$ cat src/rtl/alu_pkg.sv
// Shared types and constants for the ALU execute stage.
package alu_pkg;

    // Bit positions of the flags inside a packed NZCV nibble
    localparam int unsigned NZCV_N = 3;
    localparam int unsigned NZCV_Z = 2;
    localparam int unsigned NZCV_C = 1;
    localparam int unsigned NZCV_V = 0;

    typedef struct packed {
        logic n;
        logic z;
        logic c;
        logic v;
    } nzcv_t;

    // Occupancy of one register slice
    typedef enum logic {
        ST_EMPTY = 1'b0,
        ST_FULL  = 1'b1
    } stage_state_t;

    // Unpack a raw ALU flag nibble into named fields
    function automatic nzcv_t to_nzcv(input logic [3:0] flags);
        nzcv_t f;
        f.n = flags[NZCV_N];
        f.z = flags[NZCV_Z];
        f.c = flags[NZCV_C];
        f.v = flags[NZCV_V];
        return f;
    endfunction

endpackage

$ cat src/rtl/alu_exec_stage_if.sv
// Bus bundle of the ALU execute stage: upstream handshake, ALU side
// connection, downstream handshake and the status register.
interface alu_exec_stage_if #(
    parameter int unsigned N = 8
);
    // upstream
    logic         in_valid;
    logic         in_ready;
    logic [N-1:0] in_a;
    logic [N-1:0] in_b;
    logic [1:0]   in_op;
    logic         in_set_flags;
    // ALU beside the stage
    logic [N-1:0] alu_a;
    logic [N-1:0] alu_b;
    logic [1:0]   alu_ctrl;
    logic [N-1:0] alu_out;
    logic [3:0]   alu_nzcv;
    // downstream
    logic         out_valid;
    logic         out_ready;
    logic [N-1:0] out_result;
    logic [3:0]   out_nzcv;
    // status
    logic [3:0]   status_nzcv;
    logic         status_clr;

    // The execute stage itself
    modport slave (
        input  in_valid, in_a, in_b, in_op, in_set_flags,
        input  alu_out, alu_nzcv,
        input  out_ready, status_clr,
        output in_ready, alu_a, alu_b, alu_ctrl,
        output out_valid, out_result, out_nzcv, status_nzcv
    );

    // Surrounding logic (producer, ALU, consumer)
    modport master (
        output in_valid, in_a, in_b, in_op, in_set_flags,
        output alu_out, alu_nzcv,
        output out_ready, status_clr,
        input  in_ready, alu_a, alu_b, alu_ctrl,
        input  out_valid, out_result, out_nzcv, status_nzcv
    );

endinterface

$ cat src/rtl/pipe_reg_stage.sv
// Generic valid/ready register slice holding one W-bit payload.
// Accepts whenever empty or when the held word leaves in the same cycle.
module pipe_reg_stage
    import alu_pkg::*;
#(
    parameter int unsigned W = 8
) (
    input  logic         clk,
    input  logic         reset,
    input  logic         i_valid,
    output logic         o_ready,
    input  logic [W-1:0] i_data,
    output logic         o_valid,
    input  logic         i_ready,
    output logic [W-1:0] o_data
);

    stage_state_t r_state;
    stage_state_t w_state_nxt;
    logic [W-1:0] r_data;
    logic         w_load;
    logic         w_drain;

    assign o_ready = (r_state == ST_EMPTY) || i_ready;
    assign w_load  = i_valid && o_ready;
    assign w_drain = (r_state == ST_FULL) && i_ready;
    assign o_valid = (r_state == ST_FULL);
    assign o_data  = r_data;

    // Occupancy register
    always_ff @(posedge clk or posedge reset) begin
        if (reset) begin
            r_state <= ST_EMPTY;
        end else begin
            r_state <= w_state_nxt;
        end
    end

    // Occupancy transitions: a drain with a simultaneous load stays full
    always_comb begin
        w_state_nxt = r_state;
        case (r_state)
            ST_EMPTY: if (w_load) w_state_nxt = ST_FULL;
            ST_FULL:  if (w_drain && !w_load) w_state_nxt = ST_EMPTY;
            default:  w_state_nxt = ST_EMPTY;
        endcase
    end

    // Payload loads only on accept, otherwise holds (also while empty)
    always_ff @(posedge clk or posedge reset) begin
        if (reset) begin
            r_data <= '0;
        end else if (w_load) begin
            r_data <= i_data;
        end
    end

endmodule

$ cat src/rtl/alu_exec_stage.sv
// Registered execute stage around an external ALU: operand slice (S1)
// feeds the ALU, result slice (S2) captures its output, and a persistent
// NZCV status register is updated by flag-setting operations.
module alu_exec_stage
    import alu_pkg::*;
#(
    parameter int unsigned N = 8
) (
    input  logic               clk,
    input  logic               reset,
    alu_exec_stage_if.slave    bus
);

    localparam int unsigned W_S1 = 2 * N + 3;
    localparam int unsigned W_S2 = N + 4;

    logic [W_S1-1:0] w_s1_in;
    logic [W_S1-1:0] w_s1_q;
    logic            w_s1_valid;
    logic            w_in_ready;

    logic [W_S2-1:0] w_s2_in;
    logic [W_S2-1:0] w_s2_q;
    logic            w_s2_valid;
    logic            w_s2_ready_up;

    logic [N-1:0]    w_s1_a;
    logic [N-1:0]    w_s1_b;
    logic [1:0]      w_s1_op;
    logic            w_s1_set_flags;
    logic            w_s1_adv;

    nzcv_t           r_status;

    assign w_s1_in = {bus.in_a, bus.in_b, bus.in_op, bus.in_set_flags};
    assign {w_s1_a, w_s1_b, w_s1_op, w_s1_set_flags} = w_s1_q;

    // set_flags takes effect as the op leaves S1, so S2 carries only
    // the result and its flags.
    assign w_s2_in = {bus.alu_out, bus.alu_nzcv};

    // S2 is ready for S1 when empty or being consumed: this is s1_adv's gate
    assign w_s1_adv = w_s1_valid && w_s2_ready_up;

    pipe_reg_stage #(
        .W (W_S1)
    ) u_s1 (
        .clk     (clk),
        .reset   (reset),
        .i_valid (bus.in_valid),
        .o_ready (w_in_ready),
        .i_data  (w_s1_in),
        .o_valid (w_s1_valid),
        .i_ready (w_s2_ready_up),
        .o_data  (w_s1_q)
    );

    pipe_reg_stage #(
        .W (W_S2)
    ) u_s2 (
        .clk     (clk),
        .reset   (reset),
        .i_valid (w_s1_valid),
        .o_ready (w_s2_ready_up),
        .i_data  (w_s2_in),
        .o_valid (w_s2_valid),
        .i_ready (bus.out_ready),
        .o_data  (w_s2_q)
    );

    // Status register: clear has priority over a flag-setting retire
    always_ff @(posedge clk or posedge reset) begin
        if (reset) begin
            r_status <= '0;
        end else if (bus.status_clr) begin
            r_status <= '0;
        end else if (w_s1_adv && w_s1_set_flags) begin
            r_status <= to_nzcv(bus.alu_nzcv);
        end
    end

    assign bus.in_ready    = w_in_ready;
    assign bus.alu_a       = w_s1_a;
    assign bus.alu_b       = w_s1_b;
    assign bus.alu_ctrl    = w_s1_op;
    assign bus.out_valid   = w_s2_valid;
    assign bus.out_result  = w_s2_q[W_S2-1:4];
    assign bus.out_nzcv    = w_s2_q[3:0];
    assign bus.status_nzcv = r_status;

endmodule

$ cat src/flat_wrapper.sv
// flat-port wrapper written by rule: the top's interface ports become plain ports
module alu_exec_stage_flat import alu_pkg::*;
#(
    parameter int unsigned N = 8
)
  (clk, reset, bus_in_valid, bus_in_a, bus_in_b, bus_in_op, bus_in_set_flags, bus_alu_out, bus_alu_nzcv, bus_out_ready, bus_status_clr, bus_in_ready, bus_alu_a, bus_alu_b, bus_alu_ctrl, bus_out_valid, bus_out_result, bus_out_nzcv, bus_status_nzcv);
  alu_exec_stage_if #(.N(N)) bus_i ();
  input  logic clk;
  input  logic reset;
  input wire logic [$bits(bus_i.in_valid)-1:0] bus_in_valid;
  input wire logic [$bits(bus_i.in_a)-1:0] bus_in_a;
  input wire logic [$bits(bus_i.in_b)-1:0] bus_in_b;
  input wire logic [$bits(bus_i.in_op)-1:0] bus_in_op;
  input wire logic [$bits(bus_i.in_set_flags)-1:0] bus_in_set_flags;
  input wire logic [$bits(bus_i.alu_out)-1:0] bus_alu_out;
  input wire logic [$bits(bus_i.alu_nzcv)-1:0] bus_alu_nzcv;
  input wire logic [$bits(bus_i.out_ready)-1:0] bus_out_ready;
  input wire logic [$bits(bus_i.status_clr)-1:0] bus_status_clr;
  output wire logic [$bits(bus_i.in_ready)-1:0] bus_in_ready;
  output wire logic [$bits(bus_i.alu_a)-1:0] bus_alu_a;
  output wire logic [$bits(bus_i.alu_b)-1:0] bus_alu_b;
  output wire logic [$bits(bus_i.alu_ctrl)-1:0] bus_alu_ctrl;
  output wire logic [$bits(bus_i.out_valid)-1:0] bus_out_valid;
  output wire logic [$bits(bus_i.out_result)-1:0] bus_out_result;
  output wire logic [$bits(bus_i.out_nzcv)-1:0] bus_out_nzcv;
  output wire logic [$bits(bus_i.status_nzcv)-1:0] bus_status_nzcv;
  assign bus_i.in_valid = bus_in_valid;
  assign bus_i.in_a = bus_in_a;
  assign bus_i.in_b = bus_in_b;
  assign bus_i.in_op = bus_in_op;
  assign bus_i.in_set_flags = bus_in_set_flags;
  assign bus_i.alu_out = bus_alu_out;
  assign bus_i.alu_nzcv = bus_alu_nzcv;
  assign bus_i.out_ready = bus_out_ready;
  assign bus_i.status_clr = bus_status_clr;
  assign bus_in_ready = bus_i.in_ready;
  assign bus_alu_a = bus_i.alu_a;
  assign bus_alu_b = bus_i.alu_b;
  assign bus_alu_ctrl = bus_i.alu_ctrl;
  assign bus_out_valid = bus_i.out_valid;
  assign bus_out_result = bus_i.out_result;
  assign bus_out_nzcv = bus_i.out_nzcv;
  assign bus_status_nzcv = bus_i.status_nzcv;
  alu_exec_stage #(.N(N)) u_core (.clk(clk), .reset(reset), .bus(bus_i));
endmodule
$ cat config.mk
export PLATFORM = sky130hd
export DESIGN_NAME = alu_exec_stage_flat
export DESIGN_NICKNAME = d
export VERILOG_FILES = /design/src/rtl/alu_pkg.sv /design/src/rtl/alu_exec_stage_if.sv /design/src/rtl/pipe_reg_stage.sv /design/src/rtl/alu_exec_stage.sv /design/src/flat_wrapper.sv
export SDC_FILE = /design/constraint.sdc
export NUM_CORES = 1
export LEC_CHECK = 0
export CAP_MARGIN = 0
export CORE_MARGIN = 8
export CORE_UTILIZATION = 30
export DETAILED_ROUTE_END_ITERATION = 10
export SYNTH_ARGS = -nofsm -noshare
export SYNTH_HDL_FRONTEND = slang
export SYNTH_SLANG_ARGS = --single-unit
$ cat constraint.sdc
create_clock -name clk -period 1.85 [get_ports clk]
set_clock_uncertainty 0.1 [all_clocks]
set_input_delay 0.555 -clock clk [delete_from_list [all_inputs] [get_ports clk]]
set_output_delay 0.555 -clock clk [all_outputs]
set_load 0.1 [all_outputs]
* Word level (Yosys, flattened, before mapping)
Index checks and enable logic that the tools add are counted.
** Word-level totals
- Register bits after elaboration :: 37
- Output and inout port bits :: 36
- Bits of input ports :: 36
** Operators by class
- Multiplexer cells :: 8
- Reduce and logical (&&, ||, !) cells :: 11
- Bitwise logic cells :: 2
** Operator list (count)
- $mux 4 :: 2
- $logic_and 1x1->1 :: 6
- $mux 1 :: 4
- $pmux 1 s2 :: 2
- $logic_not 1->1 :: 2
- $logic_or 1x1->1 :: 2
- $not 1->1 :: 2
- $reduce_bool 2->1 :: 1

* Logic depth before layout (Yosys ltp)
- Word-level depth :: 8
- Depth in mapped cells :: 5
- Mapped depth without buffers :: 3

* Hierarchy
From an unflattened synthesis, not the netlist that was laid out.
** Unflattened totals
- Cell total of the unflattened synthesis :: 93
- Area total of the unflattened synthesis :: 1564.0 um2
** By module, submodules not included
- pipe_reg_stage at u_core.u_s1 :: cells each 44, area an instance 798.3 um2, instances 1, seq. area each 500.5 um2
- pipe_reg_stage at u_core.u_s2 :: cells each 30, area an instance 554.3 um2, instances 1, seq. area each 325.3 um2
- alu_exec_stage :: cells each 19, area an instance 211.5 um2, instances 1, seq. area each 100.1 um2

* Worst setup path before layout
No wires, ideal clock.
- Kind :: register to register
- Start point :: register u_core.u_s2.r_state (netlist: u_core.u_s2.o_valid)
- End point :: register u_core.u_s1.r_data[0] (netlist: u_core.u_s1.o_data[0])
- Stages on the path, launching flop included :: 5
- Setup slack :: -612 ps
- Data arrival time :: 2237 ps
- Clock period less this slack :: 2462 ps
- Cells stage by stage :: dfrtp_1 nand3b_4 nand2_4 buf_12 mux2_4
** Between the ends
- Longest elaborated chain between the ends :: 4
** RTL lines
- from (decl) :: RTL line pipe_reg_stage.sv:18 : stage_state_t r_state;
- from (signal assigned) :: RTL line pipe_reg_stage.sv:35 : r_state <= w_state_nxt;
- $not 1->1 :: RTL line pipe_reg_stage.sv:24 : assign o_ready = (r_state == ST_EMPTY) || i_ready;
- $logic_or 1x1->1 (2 in series) :: RTL line pipe_reg_stage.sv:24
- net bus_in_ready :: RTL line flat_wrapper.sv:19 : output wire logic [$bits(bus_i.in_ready)-1:0] bus_in_ready;
- $logic_and 1x1->1 :: RTL line pipe_reg_stage.sv:25 : assign w_load = i_valid && o_ready;
- to (signal assigned) :: RTL line pipe_reg_stage.sv:54 : r_data <= i_data;
- to (decl) :: RTL line pipe_reg_stage.sv:20 : logic [W-1:0] r_data;
The timed path passes the listed nets, and every way through them passes these cells.
A chain may end at the register's enable or synchronous reset.

* Final worst setup path
- Start point :: register u_core.u_s1.r_state (netlist: u_core.u_s1.o_valid)
- End point :: output port bus_in_ready
** Between the ends
- Longest elaborated chain between the ends :: 2
** RTL lines (RTL line)
- from (decl) :: pipe_reg_stage.sv:18
- from (signal assigned) :: pipe_reg_stage.sv:35
- $not 1->1 :: pipe_reg_stage.sv:24
- $logic_or 1x1->1 :: pipe_reg_stage.sv:24
- to (decl) :: flat_wrapper.sv:19
Every way passes these cells.

==> metrics <==
Cell Area, Synth=1630 um^2; WP data arrival=1.12 ns; fin area=2740 um^2; Congestion Overflow GR=0; first drt pass iteration count=4; Period Utilization, post-route=96.0%; via count=1034; Worst R2R End=u_core.u_s1.o_data[12]$_DFFE_PP0P_; vias per inst=4.24; asr flop ratio synth=100%; CTS buffer count=5; worst hold path class=in -> async; Yosys warning count=0; Worst VDD drop=0.442 mV; drt total wl=3990 um; PD cells=1170 nW/um^2; DR DRC count=0; H-tree depth=2; element type at the critical path end=output port; Fill cells=444; All-Layer GR Usage=10.6%; Syn Area/Cell=14.8 um^2; cell accounting for the most synthesized area=dfrtp_1; n_diodes=0; R2R cell count=4; Cell Area, Placed=2650 um^2; Synth Instances=110; CTS tree=done; Die Y=89.7 um; RSZ-0062 raised after global routing=no; Least-Margin Pin Slew=0.343 ns; Critical Path Fanout Max=8; WP data required=1.19 ns; Final Wtd Congestion=0.705; CTS Hold Bufs=0; Synth cell types=19; Reg2Reg Launch Point=u_core.u_s1.o_valid$_DFF_PP0_; Startpoint Class=register; Die X=89.7 um; initial antenna violation count=0; final-report setup violation count=0; total power=3220 uW; first-pass GRT wire length=6260 um; Avg WL per Cell=16.3 um; Routed Antenna Nets=0; share of layout cells above drive strength 1=48.3%; Slew HR=77.1%; Top FF cell, synth=dfrtp_1; status=finished, final reports clean; initial core utilization=30.3%; Final min period=1.78 ns; FP Rows=27; r2r setup slk=0.27 ns; global-route met1 utilization=11.3%; layer with the highest usage=met2; pre-CTS setup slack=-0.256 ns; I/O pin cnt=72; Net count, final=207; share of the synthesized area in the top cell type=56.8%; CTS Root Cell=clkbuf_8; dpl hpwl=3310 um; Post-synth EDFFs=0; clock transition at the registers of the reported paths=0.07 ns; Die Area=8040 um^2; Setup Total Neg Slack=0 ns; met2 Usage GRT=18.9%; worst setup slack after layout=0.0734 ns; syn_nets=146; Detailed Route Iter0 Violations=14; clock latency on the worst-skew pair=0.28 ns; Synth area leaders=dfrtp_1 (57%), mux2_2 (14%), mux2_4 (9.2%); largest net degree at the start of global routing=28; area growth from synthesis to layout=68.3%; Port Buffers=71; synthesized flop and latch total=37; met3 track utilization from global routing=4.19%; final core utilization=51.0%; sequential fraction of the synthesis area=56.8%; Final Slew Violations=0; fmax=0.563 GHz; clk buf depth=2; final hold vios=0; crit path kind=reg -> out; clock sink total=37; Max-cap violations=0; vias in the first global route=1158; P_leak=0.00119 uW; core outline area=5370 um^2
[metal layers]
metal,up-vias,routed length (um)
met2,41,2160
met1,507,1400
met4,0,47
met5,-,0
li1,480,-
met3,6,385
[power by group]
part	switching [uW]	internal (uW)	total [uW]
Clock	280	260	539
Combinational	996	622	1620
Sequential	132	925	1060
[cell families after synthesis]
| family | after synthesis | share of synthesized area [%] |
|---|---|---|
| DFF | 37 | 56.8 |
| muxes | 31 | 23.7 |
| AOI/OAI and AO/OA | 8 | 2.46 |
| buffers and inverters | 22 | 11.1 |
| and+or+nand+nor | 12 | 5.84 |
[Yosys cell counts (2+ instances only)]
cell type,count
a21oi_1,4
buf_4,18
buf_6,2
dfrtp_1,37
mux2_2,20
mux2_4,10
nand4_1,4
o21ai_0,4
[flip-flops by register name (all words and copies together) (netlist names)]
register / flops
u_core.u_s1.o_valid: 1
u_core.u_s2.o_data: 12
u_core.u_s1.o_data: 19
u_core.u_s2.o_valid: 1
u_core.bus.status_nzcv: 4
[worst max path at each step]
stage	slack, ns	end	startpoint
floorplan	-0.02	u_core.u_s1.o_data[0]$_DFFE_PP0P_	u_core.u_s2.o_valid$_DFF_PP0_
global placement	-0.23	bus_in_ready	bus_out_ready
detailed placement	-0.26	bus_in_ready	bus_out_ready
CTS	0.02	bus_in_ready	bus_out_ready
global route	0.03	bus_in_ready	u_core.u_s1.o_valid$_DFF_PP0_
finish	0.07	bus_in_ready	u_core.u_s1.o_valid$_DFF_PP0_
[what timing repair did]
item | in CTS | in global routing
setup endpoints to repair | 1 | 1
gates cloned | 0 | 0
gates resized for setup | 1 | 1
setup buffers | 1 | 0
pin swaps | 0 | 0
[area by class of cell]
type	count	area [um^2]	share of cell area, %
Clock buffer	5	68.8	2.51
Clock inverter	3	17.5	0.639
Inverter	1	3.75	0.137
Multi-Input combinational cell	51	531	19.4
Sequential cell	37	930	33.9
Tap cell	72	90.1	3.29
Timing Repair Buffer	75	1100	40.2
[placed cells by master (no fill, tap or decap), drive strengths merged, types with 2 or more instances in the layout]
cell type,Yosys,final
clkdlybuf4s50,0,34
o21ai,4,4
a21oi,4,4
dfrtp,37,37
clkbuf,0,5
nand4,4,4
buf,21,40
mux2,31,31
nand2b,2,2
nand2,3,3
clkinv,0,2
[critical path, cell delays in order, from the launching register on]
cell and delay [ns]:
dfrtp_1 0.53, nand3b_4 0.13, buf_12 0.18
[per-stage QoR]
step / instances / hold WS [ns]
5_1_grt: 244 / 0.472
6_report: 244 / 0.472
2_1_floorplan: 110 / 0.381
4_1_cts: 244 / 0.469
3_5_place_dp: 235 / 0.459
3_3_place_gp: 235 / 0.443
Note: power is estimated with default switching activity, not from simulation.
